===== src/rtl/serial_feeder.sv =====
// serial_feeder: parallel-to-serial front end for an external 8-bit serial
// shift register. Words arrive over a valid/ready handshake and leave one
// bit per clock on ser_out; a one-entry holding buffer allows back-to-back
// frames with no fill gap.
//
// Handshake: a word is taken on a rising clk edge where in_valid && in_ready.
// in_ready is a flop (= !buf_full) with no combinational path from in_valid.
// While in_ready is low, in_data / in_msb_first are ignored, and the source
// keeps in_valid asserted until the word is taken.
module serial_feeder #(
    parameter int   WIDTH = 8,
    parameter logic FILL  = 1'b0
) (
    input  logic             clk,
    input  logic             clr,
    input  logic [WIDTH-1:0] in_data,
    input  logic             in_msb_first,
    input  logic             in_valid,
    output logic             in_ready,
    output logic             ser_out,
    output logic             ser_active,
    output logic             frame_done
);

    localparam int             CW   = (WIDTH > 1) ? $clog2(WIDTH) : 1;
    localparam logic [CW-1:0]  LAST = CW'(WIDTH - 1);

    typedef enum logic {
        ST_IDLE  = 1'b0,
        ST_SHIFT = 1'b1
    } state_t;

    state_t           state;
    logic [CW-1:0]    cnt;
    logic [WIDTH-1:0] sh_word;
    logic             sh_msb;
    logic [WIDTH-1:0] buf_data;
    logic             buf_msb;
    logic             buf_full;

    logic             accept;
    logic [WIDTH-1:0] ld_word;
    logic             ld_msb;
    logic             ld_first;
    logic             nxt_bit;

    assign accept = in_valid && in_ready;

    // The word loaded into the shifter always comes from the buffer when it
    // holds one (preserves word order), otherwise straight from the input.
    // In IDLE the buffer is always empty, so this also covers the IDLE load.
    assign ld_word  = buf_full ? buf_data : in_data;
    assign ld_msb   = buf_full ? buf_msb  : in_msb_first;
    assign ld_first = ld_msb ? ld_word[WIDTH-1] : ld_word[0];

    // sh_word is shifted after each presented bit, so the next bit always
    // sits next to the end that was just presented.
    assign nxt_bit = sh_msb ? sh_word[WIDTH-2] : sh_word[1];

    // Control FSM, shifter, holding buffer and all registered outputs.
    always_ff @(posedge clk or posedge clr) begin
        if (clr) begin
            state      <= ST_IDLE;
            cnt        <= '0;
            sh_word    <= '0;
            sh_msb     <= 1'b0;
            buf_data   <= '0;
            buf_msb    <= 1'b0;
            buf_full   <= 1'b0;
            in_ready   <= 1'b1;
            ser_out    <= FILL;
            ser_active <= 1'b0;
            frame_done <= 1'b0;
        end else begin
            frame_done <= 1'b0;
            case (state)
                ST_IDLE: begin
                    if (accept) begin
                        sh_word    <= ld_word;
                        sh_msb     <= ld_msb;
                        ser_out    <= ld_first;
                        ser_active <= 1'b1;
                        cnt        <= '0;
                        state      <= ST_SHIFT;
                    end
                end
                ST_SHIFT: begin
                    if (cnt != LAST) begin
                        cnt     <= cnt + CW'(1);
                        sh_word <= sh_msb ? (sh_word << 1) : (sh_word >> 1);
                        ser_out <= nxt_bit;
                        // Mid-frame accept can only happen with the buffer
                        // empty (in_ready high), so it parks in the buffer.
                        if (accept) begin
                            buf_data <= in_data;
                            buf_msb  <= in_msb_first;
                            buf_full <= 1'b1;
                            in_ready <= 1'b0;
                        end
                    end else begin
                        // Last bit was sampled downstream on this edge.
                        frame_done <= 1'b1;
                        if (buf_full || accept) begin
                            sh_word  <= ld_word;
                            sh_msb   <= ld_msb;
                            ser_out  <= ld_first;
                            cnt      <= '0;
                            buf_full <= 1'b0;
                            in_ready <= 1'b1;
                        end else begin
                            ser_out    <= FILL;
                            ser_active <= 1'b0;
                            state      <= ST_IDLE;
                        end
                    end
                end
                default: begin
                    state <= ST_IDLE;
                end
            endcase
        end
    end

endmodule


===== config.mk =====
export PLATFORM = sky130hd
export DESIGN_NAME = serial_feeder
export DESIGN_NICKNAME = d
export VERILOG_FILES = /design/src/rtl/serial_feeder.sv
export SDC_FILE = /design/constraint.sdc
export NUM_CORES = 1
export LEC_CHECK = 0
export ABC_AREA = 1
export CAP_MARGIN = 10
export CORE_MARGIN = 2
export CORE_UTILIZATION = 59
export DETAILED_ROUTE_END_ITERATION = 10
export GPL_TIMING_DRIVEN = 0
export PLACE_DENSITY_LB_ADDON = 0.2
export SETUP_SLACK_MARGIN = 0.5
export SLEW_MARGIN = 20
export SYNTH_ARGS = -nofsm -noshare
export SYNTH_HDL_FRONTEND = slang
export SYNTH_SLANG_ARGS = --single-unit

===== constraint.sdc =====
create_clock -name clk -period 3 [get_ports clk]
set_input_delay 0.3 -clock clk [delete_from_list [all_inputs] [get_ports clk]]
set_output_delay 0.3 -clock clk [all_outputs]
set_load 0.005 [all_outputs]

After elaboration in Yosys (flattened, before gate mapping):

Cells that the tools add are included.

* add/subtract/negate cells: 1
* equality and inequality tests: 7
* mux-type cells: 36
* bitwise gates (word level): 1
* reduce and logical (&&, ||, !) cells: 8

Operators by type and width (count)
* $mux 8: 5
* $mux 1: 22
* $pmux 8 s2: 1
* $reduce_and 3->1: 4
* $mux 3: 3
* $ne 2x2->1 const B: 4
* $pmux 1 s2: 4
* $pmux 3 s2: 1
* $add 3x1->3 const B: 1
* $ne 3x1->1 const B: 1
* $ne 3x3->1 const B: 1
* $ne 2x1->1 const B: 1
* $reduce_and 2->1: 1
* $reduce_bool 2->1: 1
* $logic_and 1x1->1: 1
* $logic_or 1x1->1: 1
* $not 1->1: 1

* register bits: 27
* input bits: 12
* output and inout port bits: 4
* logic and storage cells: 64

Depth between registers and ports, before layout:

* word-level depth: 5
* mapped depth: 9
* gate-level depth less buffers: 9

Least setup slack after synthesis:

OpenSTA, ideal clock, no wires.

* path type: reg-to-reg
* start: register cnt[0]
* end: register sh_word[6]
* library setup time: 117 ps
* arrival: 1285 ps
* data required time: 2883 ps
* slack: 1597 ps
* stages on the path, launching flop included: 8
* buffers on the path: 1
* period minus slack after synthesis: 1403 ps
* cells stage by stage: dfrtp_1 > ha_1 > ha_1 > nor2_8 > buf_6 > nand3_1 > nand3_1 > nand2_1

* word-level cells in the longest chain between the ends: 3
* elaborated cells on any way between the ends: 5
* classes of those cells: eq/ne: 2; mux: 2; reduce/logical: 1

Ends and longest elaborated chain
* start: declaration: RTL line 34 `logic [CW-1:0] cnt;`
* start signal: assignment: RTL line 89 `cnt <= cnt + CW'(1);`
* $ne 3x3->1 (*): RTL line 88 `if (cnt != LAST) begin`
* $mux 8 / $ne 3x1->1 (equally long branches)
* $pmux 8 s2 / $reduce_and 2->1 (equally long branches)
* end signal: assignment: RTL line 79 `sh_word <= ld_word;`
* end signal: assignment: RTL line 90 `sh_word <= sh_msb ? (sh_word << 1) : (sh_word >> 1);`
* end signal: assignment: RTL line 104 `sh_word <= ld_word;`
* end: declaration: RTL line 35 `logic [WIDTH-1:0] sh_word;`

Every way passes the cells marked *; elsewhere a longest branch is shown, timed or not.
A chain may end at the register's enable or synchronous reset.

Final worst setup path:

* start: register in_ready
* end: output port in_ready

RTL lines
* start: declaration: RTL line 19 `output logic in_ready,`
* start signal: assignment: RTL line 70 `in_ready <= 1'b1;`
* start signal: assignment: RTL line 98 `in_ready <= 1'b0;`
* start signal: assignment: RTL line 109 `in_ready <= 1'b1;`

No word-level cell between the ends.

==> impl_metrics.py <==
metrics = {
    "synthesis": {
        "syn-cell-area_um2": 1460,
        "ys_seq_area_frac": 0.464,
        "synth-edff-count": 0,
        "ys_warn_count": 0,
        "synth_nets": 204,
        "yosysTopAreaCell": "dfrtp_1",
        "synth_async_sr_flop_share": 1.00,
        "synth_top_area_frac": 0.446,
        "ys_top_cells_by_area": "dfrtp_1, nand2_1, inv_1, nand3_1, o21ai_0",
        "synth_cell_types": 21,
        "syn_area_per_cell_um2": 7.71,
        "yosysMostFrequentCell": "nand2_1",
        "synth-seq-cells": 27,
        "synthTopCellsByCount": "nand2_1, dfrtp_1, inv_1",
        "syn_inst": 189,
        "synth-main-ff-cell": "dfrtp_1",
    },
    "timing": {
        "hold_slack_ps": 314,
        "fmaxAchievable_mhz": 570,
        "fin_crit_sh": 0.584,
        "tns_ps": 0,
        "slew_viol_final": 0,
        "worst_pin_slew_ps": 552,
        "final_hold_viol_count": 0,
        "post-route-min-period_ps": 1750,
        "relSlewSlack": 0.632,
        "setup_violations": 0,
        "rsz0062_at_grt": "no",
        "fin_skew_ps": 7.97,
    },
    "global_route": {
        "grt_start_max_net_pins": 28,
        "grt-ovfl-total": 0,
        "grt_pass1_vias": 1140,
        "grt_pass1_wl_um": 4950,
        "grt_use_total": 0.237,
        "antenna_found_initial": 0,
    },
    "critical_path": {
        "ff2ff_path_depth": 8,
        "crit_fanout": 4,
        "worstSetupEndpointType": "output port",
        "cp_slowest_cell": "dfstp_2",
        "rr_endpoint": "ser_out",
        "regToRegStartpoint": "cnt[0]",
        "worst_path_largest_cell_delay_ps": 610,
        "crit_start": "in_ready",
        "start_kind": "flip-flop",
        "r2r_slack_ps": 1400,
        "cp_top_family": "flip-flops",
        "path_cells": "clkdlybuf4s50_1",
        "worstPathRequired_ps": 2700,
        "crit_buf_inv": 1,
        "critical_path_class": "reg2out",
        "cp.arrival_ps": 1450,
    },
    "flow_run": {
        "cap_violations": 0,
    },
    "run_status": {
        "run_status": "finished clean",
    },
    "die": {
        "core_area_um2": 2410,
        "fp-row-count": 18,
        "pin_count": 16,
        "fp.dieW_um": 53.7,
        "start_util": 0.605,
        "die_area_um2": 2880,
        "die_y_um": 53.7,
    },
    "detailed_routing": {
        "vias": 1269,
        "drt_iter0_drc": 42,
        "viasPerCell": 5.33,
        "firstDrtPassIters": 4,
        "post-route-drc-count": 0,
        "postRouteWirelength_um": 2870,
        "wl_per_cell_um": 12.1,
        "antenna_left": 0,
    },
    "power": {
        "leakage_nw": 0.896,
        "power.density_nw_per_um2": 336,
        "ir_worst_vdd_mv": 0.340,
    },
    "clocking": {
        "clk-insertion-delay-late_ps": 330,
        "cts_sinks": 27,
        "post-cts-setup-buffers": 0,
        "cts_root_buffer": "clkbuf_4",
        "cts-hold-fix-buffers": 0,
        "h-tree-depth": 1,
        "cts_tree": "done",
        "cts_resized": 0,
        "clk_pin_slew_ps": 150,
        "cts.path.max_buffers": 2,
        "cts_buffers": 3,
    },
    "placed_design": {
        "placedInstanceArea_um2": 1650,
        "io_buffers": 15,
        "place.gp.congestion": 0.835,
        "place_hpwl_um": 2140,
        "place_inst": 234,
    },
    "finish": {
        "insertedDiodeCount": 0,
        "area_delta_synth_final_pct": 14.7,
        "drive_gt1_frac": 0.0962,
        "final_util": 0.694,
        "nNetsFinal": 224,
        "fin_cells": 238,
        "fin_area_um2": 1670,
    },
    "min_path": {
        "min_path_type": "in2async",
    },
}
-- worst register-to-register path: cells and delay by family (launching register included) --
family | cells | cell delay (ps)
adders and majority gates | 2 | 510
and+or+nand+nor | 6 | 590
DFF | 1 | 410
-- cell type report --
type / instances / area, um2
fillers: 213 / 738
flip-flops and latches: 27 / 677
multi-input cells: 133 / 637
repair buffers: 15 / 150
inverters: 22 / 87.6
plain buffers: 7 / 56.3
well taps: 30 / 37.5
clock buffers: 4 / 26.3
-- metrics by stage --
step	power, mW	setup WS [ps]
4_1_cts	0.567	1230
2_1_floorplan	0.387	1600
6_report	0.561	1250
3_5_place_dp	0.408	1390
3_3_place_gp	0.407	1410
5_1_grt	0.582	1210
-- placed cells by master, fill, tap and decap left out, types with 3 or more instances in the layout --
master,instances
nand2_1,77
dfrtp_1,26
inv_1,19
nand3_1,15
o21ai_0,15
clkdlybuf4s50_1,15
o21ai_1,12
buf_2,3
buf_6,3
nor2_1,3
ha_1,3
clkbuf_4,3
-- how the worst max path moves through the flow --
| stage | end | slack (ps) | cells after the start |
|---|---|---|---|
| after global routing | in_ready | 1210 | 1 |
| after floorplan | sh_word[6] | 1600 | 7 |
| after detailed placement | sh_word[1] | 1390 | 7 |
| final | in_ready | 1250 | 1 |
| after global placement | sh_word[0] | 1410 | 7 |
| after CTS | in_ready | 1230 | 1 |
-- routing by layer --
| layer | share of wire | routed length (um) | track usage | up-vias |
|---|---|---|---|---|
| li1 | - | - | - | 631 |
| met1 | 0.48 | 1380 | 0.336 | 603 |
| met5 | 0 | 0 | 0 | - |
| met4 | 0.019 | 54 | 0.0983 | 0 |
| met2 | 0.47 | 1340 | 0.368 | 30 |
| met3 | 0.031 | 89 | 0.0250 | 5 |
-- registers in the layout, summed over array words and instances, names as in the netlist --
register,count
state,1
sh_word,8
in_ready,1
buf_data,8
sh_msb,1
cnt,3
ser_out,1
ser_active,1
buf_full,1
buf_msb,1
frame_done,1
-- logic make-up after synthesis --
| group | share of synthesized area |
|---|---|
| AOI/OAI and AO/OA | 0.102 |
| DFF | 0.464 |
| and+or+nand+nor | 0.309 |
| buffers and inverters | 0.0987 |
| adders and majority gates | 0.0258 |
-- power by group --
group          internal, mW  switching (mW)
sequential            0.364               0
clock                0.0522           0.108
combinational        0.0176          0.0191
No activity file was read; power rests on OpenSTA's default activity.
